[src/rtl/uart_rx_pkg.sv]
// Shared types and constants for the oversampling UART receiver.
package uart_rx_pkg;

  typedef enum logic [2:0] {
    IDLE,
    START,
    DATA,
    PARITY,
    STOP,
    DONE
  } rx_state_e;

  localparam logic [5:0] PRESCALE_8       = 6'd8;
  localparam logic [5:0] PRESCALE_16      = 6'd16;
  localparam logic [5:0] PRESCALE_32      = 6'd32;
  localparam logic [5:0] PRESCALE_DEFAULT = PRESCALE_16;

  // Frame settings captured at the start edge and held for the whole frame.
  typedef struct packed {
    logic [5:0] prescale;
    logic       par_en;
    logic       par_odd;
    logic       two_stop;
  } rx_cfg_t;

  function automatic logic [5:0] legal_prescale(input logic [5:0] p);
    case (p)
      PRESCALE_8, PRESCALE_16, PRESCALE_32: return p;
      default:                              return PRESCALE_DEFAULT;
    endcase
  endfunction

endpackage

[src/rtl/uart_rx_oversampler.sv]
// Per-bit edge counter and 2-of-3 majority voter around the bit centre.
module uart_rx_oversampler
  import uart_rx_pkg::*;
(
  input  logic       clk,
  input  logic       rst,
  input  logic       run,
  input  logic [5:0] prescale,
  input  logic       line,
  output logic       bit_val,
  output logic       bit_rdy,
  output logic       bit_end
);

  logic [5:0] cnt_q;
  logic [5:0] half;
  logic       s0_q, s1_q;

  assign half    = prescale >> 1;
  assign bit_end = run && (cnt_q == prescale - 6'd1);
  assign bit_rdy = run && (cnt_q == half + 6'd1);
  // Third sample is the live line, so the vote resolves at half+1.
  assign bit_val = (s0_q & s1_q) | (s0_q & line) | (s1_q & line);

  always_ff @(posedge clk) begin
    if (rst || !run)  cnt_q <= '0;
    else if (bit_end) cnt_q <= '0;
    else              cnt_q <= cnt_q + 6'd1;
  end

  always_ff @(posedge clk) begin
    if (rst) begin
      s0_q <= 1'b0;
      s1_q <= 1'b0;
    end else begin
      if (cnt_q == half - 6'd1) s0_q <= line;
      if (cnt_q == half)        s1_q <= line;
    end
  end

endmodule

[src/rtl/uart_rx_gen2.sv]
// UART receiver: synchroniser, frame FSM, shift register, parity and stop checks.
module uart_rx_gen2
  import uart_rx_pkg::*;
#(
  parameter int DATA_WIDTH  = 8,
  parameter int SYNC_STAGES = 2
) (
  input  logic                  CLK,
  input  logic                  RST,
  input  logic                  Serial_Data,
  input  logic                  Parity_Enable,
  input  logic                  Parity_Type,
  input  logic                  Stop_Bits,
  input  logic [5:0]            Prescale,
  output logic                  Data_Valid,
  output logic [DATA_WIDTH-1:0] Parallel_Data,
  output logic                  Parity_Error,
  output logic                  Stop_Error
);

  localparam int IDXW = $clog2(DATA_WIDTH);

  logic [SYNC_STAGES-1:0] sync_q;
  logic                   line;
  rx_state_e              state_q, state_d;
  rx_cfg_t                cfg_q;
  logic                   run, bit_val, bit_rdy, bit_end;
  logic [IDXW-1:0]        bit_idx_q;
  logic                   stop_idx_q;
  logic [DATA_WIDTH-1:0]  sr_q;
  logic                   par_err_q, frm_err_q;
  logic                   done_go, stop_bad, dv_d, pe_d, se_d;

  always_ff @(posedge CLK) begin
    if (RST) sync_q <= '1;
    else     sync_q <= {sync_q[SYNC_STAGES-2:0], Serial_Data};
  end
  assign line = sync_q[SYNC_STAGES-1];

  assign run = (state_q == START) || (state_q == DATA) ||
               (state_q == PARITY) || (state_q == STOP);

  uart_rx_oversampler u_os (
    .clk      (CLK),
    .rst      (RST),
    .run      (run),
    .prescale (cfg_q.prescale),
    .line     (line),
    .bit_val  (bit_val),
    .bit_rdy  (bit_rdy),
    .bit_end  (bit_end)
  );

  always_ff @(posedge CLK) begin
    if (RST) state_q <= IDLE;
    else     state_q <= state_d;
  end

  always_comb begin
    state_d = state_q;
    case (state_q)
      IDLE:   if (!line) state_d = START;
      START:  if (bit_rdy && bit_val) state_d = IDLE;
              else if (bit_end)       state_d = DATA;
      DATA:   if (bit_end && bit_idx_q == IDXW'(DATA_WIDTH-1))
                state_d = cfg_q.par_en ? PARITY : STOP;
      PARITY: if (bit_end) state_d = STOP;
      // Leave at the vote of the last stop bit so the next start edge is seen.
      STOP:   if (bit_rdy && stop_idx_q == cfg_q.two_stop) state_d = DONE;
      DONE:   state_d = IDLE;
      default: state_d = IDLE;
    endcase
  end

  always_comb begin
    done_go  = (state_q == STOP) && (state_d == DONE);
    stop_bad = frm_err_q | ~bit_val;
    dv_d     = done_go & ~par_err_q & ~stop_bad;
    pe_d     = done_go & par_err_q;
    se_d     = done_go & stop_bad;
  end

  always_ff @(posedge CLK) begin
    if (RST) begin
      cfg_q      <= '{prescale: PRESCALE_DEFAULT, par_en: 1'b0, par_odd: 1'b0, two_stop: 1'b0};
      bit_idx_q  <= '0;
      stop_idx_q <= 1'b0;
      sr_q       <= '0;
      par_err_q  <= 1'b0;
      frm_err_q  <= 1'b0;
    end else begin
      if (state_q == IDLE && !line) begin
        cfg_q      <= '{prescale: legal_prescale(Prescale), par_en: Parity_Enable,
                        par_odd: Parity_Type, two_stop: Stop_Bits};
        bit_idx_q  <= '0;
        stop_idx_q <= 1'b0;
        par_err_q  <= 1'b0;
        frm_err_q  <= 1'b0;
      end
      if (state_q == DATA && bit_rdy) sr_q <= {bit_val, sr_q[DATA_WIDTH-1:1]};
      if (state_q == DATA && bit_end) bit_idx_q <= bit_idx_q + IDXW'(1);
      if (state_q == PARITY && bit_rdy && (bit_val != (^sr_q ^ cfg_q.par_odd)))
        par_err_q <= 1'b1;
      if (state_q == STOP && bit_rdy && !bit_val) frm_err_q <= 1'b1;
      if (state_q == STOP && bit_end) stop_idx_q <= 1'b1;
    end
  end

  // Outputs register on entry to DONE so they are valid during the DONE cycle.
  always_ff @(posedge CLK) begin
    if (RST) begin
      Data_Valid    <= 1'b0;
      Parity_Error  <= 1'b0;
      Stop_Error    <= 1'b0;
      Parallel_Data <= '0;
    end else begin
      Data_Valid   <= dv_d;
      Parity_Error <= pe_d;
      Stop_Error   <= se_d;
      if (dv_d) Parallel_Data <= sr_q;
    end
  end

endmodule
[config.mk]
export PLATFORM = sky130hd
export DESIGN_NAME = uart_rx_gen2
export DESIGN_NICKNAME = d
export VERILOG_FILES = /design/src/rtl/uart_rx_pkg.sv /design/src/rtl/uart_rx_oversampler.sv /design/src/rtl/uart_rx_gen2.sv
export SDC_FILE = /design/constraint.sdc
export NUM_CORES = 1
export LEC_CHECK = 0
export CAP_MARGIN = 10
export CORE_ASPECT_RATIO = 1.2
export CORE_UTILIZATION = 30
export DETAILED_ROUTE_END_ITERATION = 7
export HOLD_SLACK_MARGIN = 0.15
export PLACE_DENSITY = 0.59
export SETUP_SLACK_MARGIN = 0.1
export SLEW_MARGIN = 20
export SYNTH_ARGS = -nofsm -noshare
export SYNTH_HDL_FRONTEND = slang
export SYNTH_SLANG_ARGS = --single-unit
[constraint.sdc]
create_clock -name CLK -period 3.33 [get_ports CLK]
set_input_delay 0.999 -clock CLK [delete_from_list [all_inputs] [get_ports CLK]]
set_output_delay 0.999 -clock CLK [all_outputs]
set_load 0.03 [all_outputs]
==> reports/results.tsv <==
metric	value	unit
rsz0062_at_grt	no	
ys.warnings.count	0	
grt_max_degree	34	
tightestPinTransition	0.6802	ns
crit_slowest_cell	and3_1	
grt_pass1_vias	1773	
root_buffer	clkbuf_8	
cp.arrival	2.71	ns
synth_compound_area_frac	0.1054	
hp-class	reg2reg	
worst-path-max-fanout	10	
ys_seq_area_frac	0.3739	
timing.final.max_slew_violations	0	
slew_headroom	0.5459	
crit_required	3.51	ns
synthesis.area	2516	sq um
status	finished, final reports clean	
ys_seq_elements	47	
cts_buffers	5	
hold_buffers	0	
cts_resized	0	
fp.dieArea	8759	sq um
rows	36	
wl_per_cell	13.07	um
synth_top_family_by_area	simple AND/OR/NAND/NOR gates	
vias	1883	
clkSinkCount	47	
coreArea	8108	sq um
num_antenna_cells	0	
dp_cells	380	
portBuffers	22	
first_pass_iters	4	
avgSynthCellArea	8.986	sq um
finalCritPeriodShare	0.7607	
grt.overflow.total	0	
synth_fa_ha_area_frac	0.03879	
start_util	0.3103	
synthXorXnorAreaFrac	0.1268	
setup-violations-final	0	
max_clock_freq	0.3948	GHz
cpPeakStageDelay	0.54	ns
ir_drop	0.0002533	V
grt_first_pass_wirelength	8.383	mm
muxShareOfSynthArea	0.07956	
final.setup.tns	0	ns
critical_path_class	reg2reg	
antenna_left	0	
totalWireLength	5.073	mm
p_leak	1.062	nW
worstSetupEndpointType	flip-flop	
antenna_found_initial	0	
dpl.hpwl	3.675	mm
min_period	2.533	ns
clk_path_buf_depth	2	
crit_chain	inv_1, ha_1, xnor2_1, o211ai_1, nor3_2, and3_1, mux2i_1, nor2_1	
p_per_area	340.1	nW/um^2
synthesis.nets	299	
drive_above_1_share	0.07167	
maxCapViolCount	0	
syn2layout_area_growth	13.28	%
post_cts_buffers	0	
drc	0	
layout.nets	311	
die_y	102.3	um
gp_congestion	0.7788	
hold_viol	0	
die_width	85.60	um
grtUsageTotal	0.1203	
cts_tree	built	
cts.htree.levels	2	
ys_types	50	
worstSetupStartpointType	flip-flop	
yosys.area_share.simple	0.2188	
clk_latency	0.30	ns
ios	23	
drt_iter0_markers	90	
finClkSkew	0.007685	ns
netlist_instances	280	
avgViaCountPerCell	4.853	
fin_cells	388	
clkSlewWorstSetupHoldPaths	0.09	ns
placed cells by master (no fill, tap or decap), types with 3 or more instances in the layout:
| cell | instances |
|---|---|
| dfxtp_1 | 47 |
| nor2_1 | 37 |
| clkdlybuf4s50_1 | 22 |
| mux2i_1 | 20 |
| xnor2_1 | 18 |
| nand2_1 | 17 |
| xor2_1 | 14 |
| a21oi_1 | 12 |
| nand3_1 | 11 |
| inv_1 | 10 |
| nor3_1 | 8 |
| ha_1 | 7 |
| clkbuf_8 | 5 |
| o21ai_0 | 4 |
| a21o_1 | 4 |
| nor4_1 | 3 |
| nor2b_1 | 3 |
| or2_2 | 3 |
| a32oi_1 | 3 |
path summary, 6_finish.rpt:
check             cells past startpoint  slack (ns)               end  startpoint
setup / recovery                      8        0.80  Parallel_Data[0]    cfg_q[5]
setup reg to reg                      8        0.80  Parallel_Data[0]    cfg_q[5]
hold reg to reg                       1        0.43         sync_q[1]   sync_q[0]
hold / removal                        1        0.43         sync_q[1]   sync_q[0]
cells in the mapped netlist (all sizes together):
cell type   n  area, sq um
o21a        1        7.510
o311ai      1        8.760
inv        10        37.54
a2bb2oi     1        8.760
maj3        1        10.01
nor3       11        82.58
o31ai       2        15.01
xnor2      18        157.7
xnor3       1        22.52
clkbuf      9        33.78
and3        2        12.51
mux2i      20        200.2
nand2b      2        12.51
nand3b      2        15.01
nand2      18        70.07
or2         3        18.77
o211ai      2        15.01
buf        10        71.32
o21ai       4        20.02
nand4       1        6.260
nor2b       3        18.77
a21boi      1        7.510
o32ai       2        17.52
a21o        4        30.03
or3         2        12.51
and3b       1        10.01
nor4b       2        17.52
xor2       15        138.9
nand3      12        65.06
a2111oi     1        27.53
nor2       37        138.9
a21oi      12        60.06
ha          7        87.58
a22oi       1        7.510
a31oi       1        6.260
nor4        3        18.77
or4         3        23.77
a32oi       3        26.28
a211oi      1        7.510
nand4b      2        17.52
nor4bb      1        10.01
dfxtp      47        940.9
metal layers:
metal	up-vias	track usage	routed length, um
met5	-	0	0
met4	0	0.04359	65
met3	6	0.02019	124
met2	23	0.2160	2492
met1	875	0.1445	2391
li1	979	-	-
cells by family (layout without fill, tap and decap cells):
group                    Yosys count  after routing
XOR/XNOR                          34             34
multiplexers                      20             20
flip-flops                        47             47
buffers and inverters             29             42
AO/OA/AOI/OAI                     37             37
adder cells (fa/ha/maj)            8              8
AND/OR/NAND/NOR                  105            105
per-stage QoR:
stage	hold WS (ns)	util	total power (W)	area, sq um	setup slack [ns]
finish	0.4257	0.3515	0.0009693	2850	0.7969
global route	0.4399	0.3515	0.001010	2850	0.5076
global placement	0.4073	0.3410	0.0006437	2765	0.8100
CTS	0.4317	0.3515	0.0009849	2850	0.7602
floorplan	0.3895	-	0.0006220	2516	1.117
detailed placement	0.4033	0.3410	0.0006442	2765	0.7810
registers in the layout, indices dropped and copies added (netlist names), 2 cells and up:
register	flops
Parallel_Data	8
bit_idx_q	3
cfg_q	9
sr_q	8
state_q	3
sync_q	2
u_os.cnt_q	6
area by class of cell:
class,count,area (sq um)
Clock buffer,6,72.57
Clock inverter,2,12.51
Fill cell,850,5258
Inverter,10,37.54
Multi-Input combinational cell,204,1433
Sequential cell,47,940.9
Tap cell,95,118.9
Timing Repair Buffer,24,235.2
critical path, delay by kind of cell, from the launching register on:
family,cells,cell delay [ns]
simple gates,3,0.86
buf+inv,1,0.15
mux,1,0.24
fa+ha+maj,1,0.31
flops,1,0.53
xor+xnor,1,0.19
compound gates,1,0.14
power breakdown:
| part | internal (W) | switching, W | total [W] |
|---|---|---|---|
| sequential | 0.000566 | 0.00000814 | 0.000574 |
| combinational | 0.0000275 | 0.0000284 | 0.0000559 |
| clock | 0.000147 | 0.000192 | 0.000339 |
| total | 0.000741 | 0.000228 | 0.000969 |
Note: power is estimated with default switching activity, not from simulation.
==> RTL edit 1 (config.mk and constraints unchanged) <==
Register the inputs `Serial_Data`, `Parity_Enable`, `Parity_Type`, `Stop_Bits` and `Prescale` before use, cleared by the reset. The logic sees them one clock later.
--- a/src/rtl/uart_rx_gen2.sv
+++ b/src/rtl/uart_rx_gen2.sv
@@ -21,4 +21,26 @@
   localparam int IDXW = $clog2(DATA_WIDTH);
 
+  logic Serial_Data_q;
+  logic Parity_Enable_q;
+  logic Parity_Type_q;
+  logic Stop_Bits_q;
+  logic [5:0] Prescale_q;
+
+  always_ff @(posedge CLK) begin
+    if (RST) begin
+      Serial_Data_q   <= '0;
+      Parity_Enable_q <= '0;
+      Parity_Type_q   <= '0;
+      Stop_Bits_q     <= '0;
+      Prescale_q      <= '0;
+    end else begin
+      Serial_Data_q   <= Serial_Data;
+      Parity_Enable_q <= Parity_Enable;
+      Parity_Type_q   <= Parity_Type;
+      Stop_Bits_q     <= Stop_Bits;
+      Prescale_q      <= Prescale;
+    end
+  end
+
   logic [SYNC_STAGES-1:0] sync_q;
   logic                   line;
@@ -34,5 +56,5 @@
   always_ff @(posedge CLK) begin
     if (RST) sync_q <= '1;
-    else     sync_q <= {sync_q[SYNC_STAGES-2:0], Serial_Data};
+    else     sync_q <= {sync_q[SYNC_STAGES-2:0], Serial_Data_q};
   end
   assign line = sync_q[SYNC_STAGES-1];
@@ -91,6 +113,6 @@
     end else begin
       if (state_q == IDLE && !line) begin
-        cfg_q      <= '{prescale: legal_prescale(Prescale), par_en: Parity_Enable,
-                        par_odd: Parity_Type, two_stop: Stop_Bits};
+        cfg_q      <= '{prescale: legal_prescale(Prescale_q), par_en: Parity_Enable_q,
+                        par_odd: Parity_Type_q, two_stop: Stop_Bits_q};
         bit_idx_q  <= '0;
         stop_idx_q <= 1'b0;
Formal check against the unedited RTL: no difference found for any inputs over 10 cycles, from zero or initial values and one cycle with RST high; that may be too few to reach the edited logic, so the function may still have changed.
==> RTL edit 1 against the unedited design <==
Area after synthesis grew 6.7%; routed wire length shrank 2.7%; sequential cell count grew 10; clock power grew 110%; sequential share of layout area grew 2.4 points; total power grew 53%; design area grew 13%; count of clock-buffer cells in the layout grew 5; worst setup slack gained 10 ps; critical path type unchanged; highest routed layer unchanged.
==> RTL edit 1: results (changes against the unedited design) <==
Global routing
  • Largest net degree at the start of global routing: 48 (+41%)
  • Vias in the first global route: 1,853 (+4.5%)
  • First-pass GRT wire length: 8670 um (+3.5%)

Layout
  • Non-CTS inverters: 9 (-1)
  • Multi-input gates: 210 (+2.9%)
  • FF+latch area: 1140 um^2 (+21%)
  • Plain + repair buffers: 25 (+4.2%)
  • Synth-to-Final Area Change: 20.0%
  • Fin nets: 331 (+6.4%)

Detailed routing
  • Met1 WL: 2460 um (+2.7%)
  • Via density: 4.47 (-8.0%)
  • First DRT Iteration DRCs: 95 (+5.6%)
  • Met2 wire len: 2230 um (-11%)

Placed design
  • Post-detail-place hpwl: 3500 um (-4.7%)
  • DP Area: 3000 um^2 (+8.5%)
  • RePlAce Congestion: 0.843 (+8.2%)

STA
  • Clock Skew: 7.20 ps (-0.483 ps)
  • Pin slew with the least headroom to its limit: 764 ps (+83.5 ps)

Status
  • Run status: finished, final reports clean

Synth
  • Synth Register Bits: 57 (+21%)
  • Netlist cell types: 52 (+4.0%)
  • Post-synthesis sequential area ratio: 42.5% (+5.1 points)
  • Area contributors post-synth: dfxtp_1, mux2i_1, xnor2_1
  • Post-Syn Nets: 310 (+3.7%)

Clocking
  • H-tree depth: 3 (+1)

Power and ir drop
  • Worst VDD drop: 0.340 mV (+34%)
[RTL edit 1: cell count changes in the layout (fill, tap and decap cells not counted), moves of 3 or more]
cell	unedited run	this run
nor2b_1	3	12
nand2_1	17	22
or3_1	2	5
dfxtp_1	47	57
a21o_1	4	1
clkbuf_8	5	10
[RTL edit 1: final timing paths]
kind / start / endpoint / slack [ps]
max: cfg_q[5] / u_os.cnt_q[4] / 810
min: sync_q[0] / sync_q[1] / 410
max reg2reg: cfg_q[5] / u_os.cnt_q[4] / 810
min reg2reg: sync_q[0] / sync_q[1] / 410
[RTL edit 1: report_power, final]
part           leakage (nW)  switching [mW]  internal (mW)
sequential            0.463         0.00980          0.694
clock                 0.113           0.275          0.440
combinational         0.536          0.0349         0.0336
[RTL edit 1: metrics by stage]
stage	worst slack, ps	power [mW]	cells	util (%)	hold slack (ps)
after floorplan	923	0.762	291	-	389
after CTS	791	1.50	434	37.4	417
final	807	1.49	434	37.4	412
after global routing	563	1.54	434	37.4	437
after global placement	847	0.787	418	34.8	397
after detailed placement	813	0.788	418	34.8	403
[RTL edit 1: metal layers]
layer,vias to the layer above,track usage [%]
met5,-,0
met2,23,18.0
met3,9,3.60
met4,0,5.99
met1,885,15.9
li1,1021,-
[RTL edit 1: kinds of logic (layout without fill, tap and decap cells)]
kind of cell	after synthesis	count (layout)	share of synthesized area, %
AND/OR/NAND/NOR	119	119	23.7
flip-flops	57	57	42.5
XOR/XNOR	35	35	11.7
AO/OA/AOI/OAI	30	30	7.46
buffers and inverters	24	50	4.20
multiplexers	19	19	7.13
adder cells (fa/ha/maj)	7	7	3.26
[RTL edit 1: worst max-delay path, cell delays in order, from the launching register on]
cell and delay (ps):
dfxtp_1 480, inv_1 130, ha_1 200, a21boi_0 300, nand2_1 110, xnor2_1 280, nor3_1 160, or4_1 650
nor2_1 150
==> RTL edit 2 (same flow settings) <==
Without the edit above. The parameter `DATA_WIDTH` goes from 8 to 16.
--- a/src/rtl/uart_rx_gen2.sv
+++ b/src/rtl/uart_rx_gen2.sv
@@ -3,5 +3,5 @@
   import uart_rx_pkg::*;
 #(
-  parameter int DATA_WIDTH  = 8,
+  parameter int DATA_WIDTH  = 16,
   parameter int SYNC_STAGES = 2
 ) (
Ports: changed (resized Parallel_Data); port bits go from 23 to 31. The function was not compared with the original's and may differ.
==> RTL edit 2 against the unedited design <==
Worst setup slack improved by 170 ps; area after synthesis rose by 28%; worst hold slack got worse by 17 ps; routed wire length rose by 27%; synthesized cell count rose by 23%; clock power rose to 3.0 times the old value; cell count rose by 30%; total power rose by 90%; sequential cell count rose by 17; first-iteration DRC count rose by 23%; design area rose by 37%; sequential power rose by 36%.
==> RTL edit 2: results (changes against the unedited design) <==
Status
  • Run status: finished, final reports clean

Placed design
  • RePlAce Congestion: 0.845 (+8.5%)
  • Placed cell count: 489 (+29%)
  • Post-detail-place hpwl: 4660 um (+27%)
  • I/O Buffers: 30 (+36%)
  • Dpl ws: 730 ps (-51.4 ps)
  • DP Area: 3580 um^2 (+30%)

Layout
  • Regs by FF count: Parallel_Data (16), sr_q (16), cfg_q (9)
  • Fraction of layout cells with a size suffix above 1: 10.1% (+2.9 points)
  • Fin nets: 389 (+25%)
  • # diodes: 0 (unchanged)

Power and ir drop
  • Leakage power: 1.48 nW (+40%)
  • Power Sequential: 0.778 mW (+36%)
  • Combinational Power Share: 3.1% (-2.7 points)
  • Worst VDD drop: 0.447 mV (+77%)
  • Final Total Pwr: 1.84 mW (+90%)
  • Internal power: 1.47 mW (+99%)

Synth
  • Netlist cell types: 57 (+14%)
  • Post-Syn Nets: 363 (+21%)
  • Post-synthesis sequential area ratio: 39.9% (+2.5 points)
  • Syn Area/Cell: 9.32 um^2 (+3.7%)
  • Area contributors post-synth: dfxtp_1, mux2i_1, nor2_1
  • YS warnings: 0 (unchanged)
  • Synth top cells by count: dfxtp_1, nor2_1, mux2i_1

Worst setup path
  • CP max FO: 7 (-3)
  • R2r startpoint: cfg_q[5]
  • Worst R2R Path Depth: 8 (unchanged)
  • Crit-path max cell delay: 430 ps (-110 ps)
  • Critical Path AT: 2630 ps (-80 ps)
  • CP top delay family: simple AND/OR/NAND/NOR gates
  • Slowest CP cell: nor3_2

Global routing
  • First-pass GRT wire length: 10,800 um (+29%)
  • Largest net degree at the start of global routing: 44 (+29%)
  • Global Route met2 Usage: 21.5% (-0.14 points)
  • Gr usage total: 12.6% (+0.62 points)
  • Initial antenna violation count: 0 (unchanged)
  • Vias in the first global route: 2,339 (+32%)
  • Met1 Use GR: 15.0% (+0.52 points)
  • Met3 Track Usage GR: 2.71% (+0.69 points)

Detailed routing
  • First DRT Iteration DRCs: 111 (+23%)
  • DR WL/cell: 12.7 um (-2.6%)
  • Via count: 2,432 (+29%)
  • Drt first pass iters: 4 (unchanged)
  • Via density: 4.82 (-0.77%)

Clocking
  • Clock Latency Late Sink: 330 ps (+30 ps)
  • H-tree depth: 3 (+1)
  • Clk pin slew, worst setup/hold paths: 50 ps (-40 ps)
  • Root Driver: clkbuf_16
  • CTS buffer count: 9 (+4)

STA
  • Post-route setup TNS: 0 ps (unchanged)
  • Clock Skew: 6.76 ps (-0.929 ps)
  • Worst slew margin: 65.9% (+11 points)

Hold path
  • HP Class: flop to flop
  • Hold path depth: 1 (unchanged)
-- RTL edit 2: final cells by class --
cell class,count,area [um^2]
Multi-Input combinational cell,254,1780
Sequential cell,64,1280
Tap cell,129,161
Clock buffer,11,243
Timing Repair Buffer,34,325
Clock inverter,5,80.1
Inverter,8,30.0
Fill cell,1078,6560
-- RTL edit 2: final timing paths --
kind	slack (ps)	end
worst max-delay path	960	bit_idx_q[0]
worst min-delay path	410	sync_q[1]
worst max register to register	960	bit_idx_q[0]
worst min register to register	410	sync_q[1]
-- RTL edit 2: layer usage --
layer / vias up / part of all wire (%)
met1: 1142 / 44
li1: 1245 / -
met2: 33 / 51
met3: 12 / 3.1
met4: 0 / 2.2
met5: - / 0
-- RTL edit 2: cells by family after synthesis --
logic type	after synthesis	share of synthesized area [%]
simple gates	137	23.1
flops	64	39.9
mux	36	11.2
fa+ha+maj	6	2.34
compound gates	37	7.75
xor+xnor	38	11.1
buf+inv	27	4.63
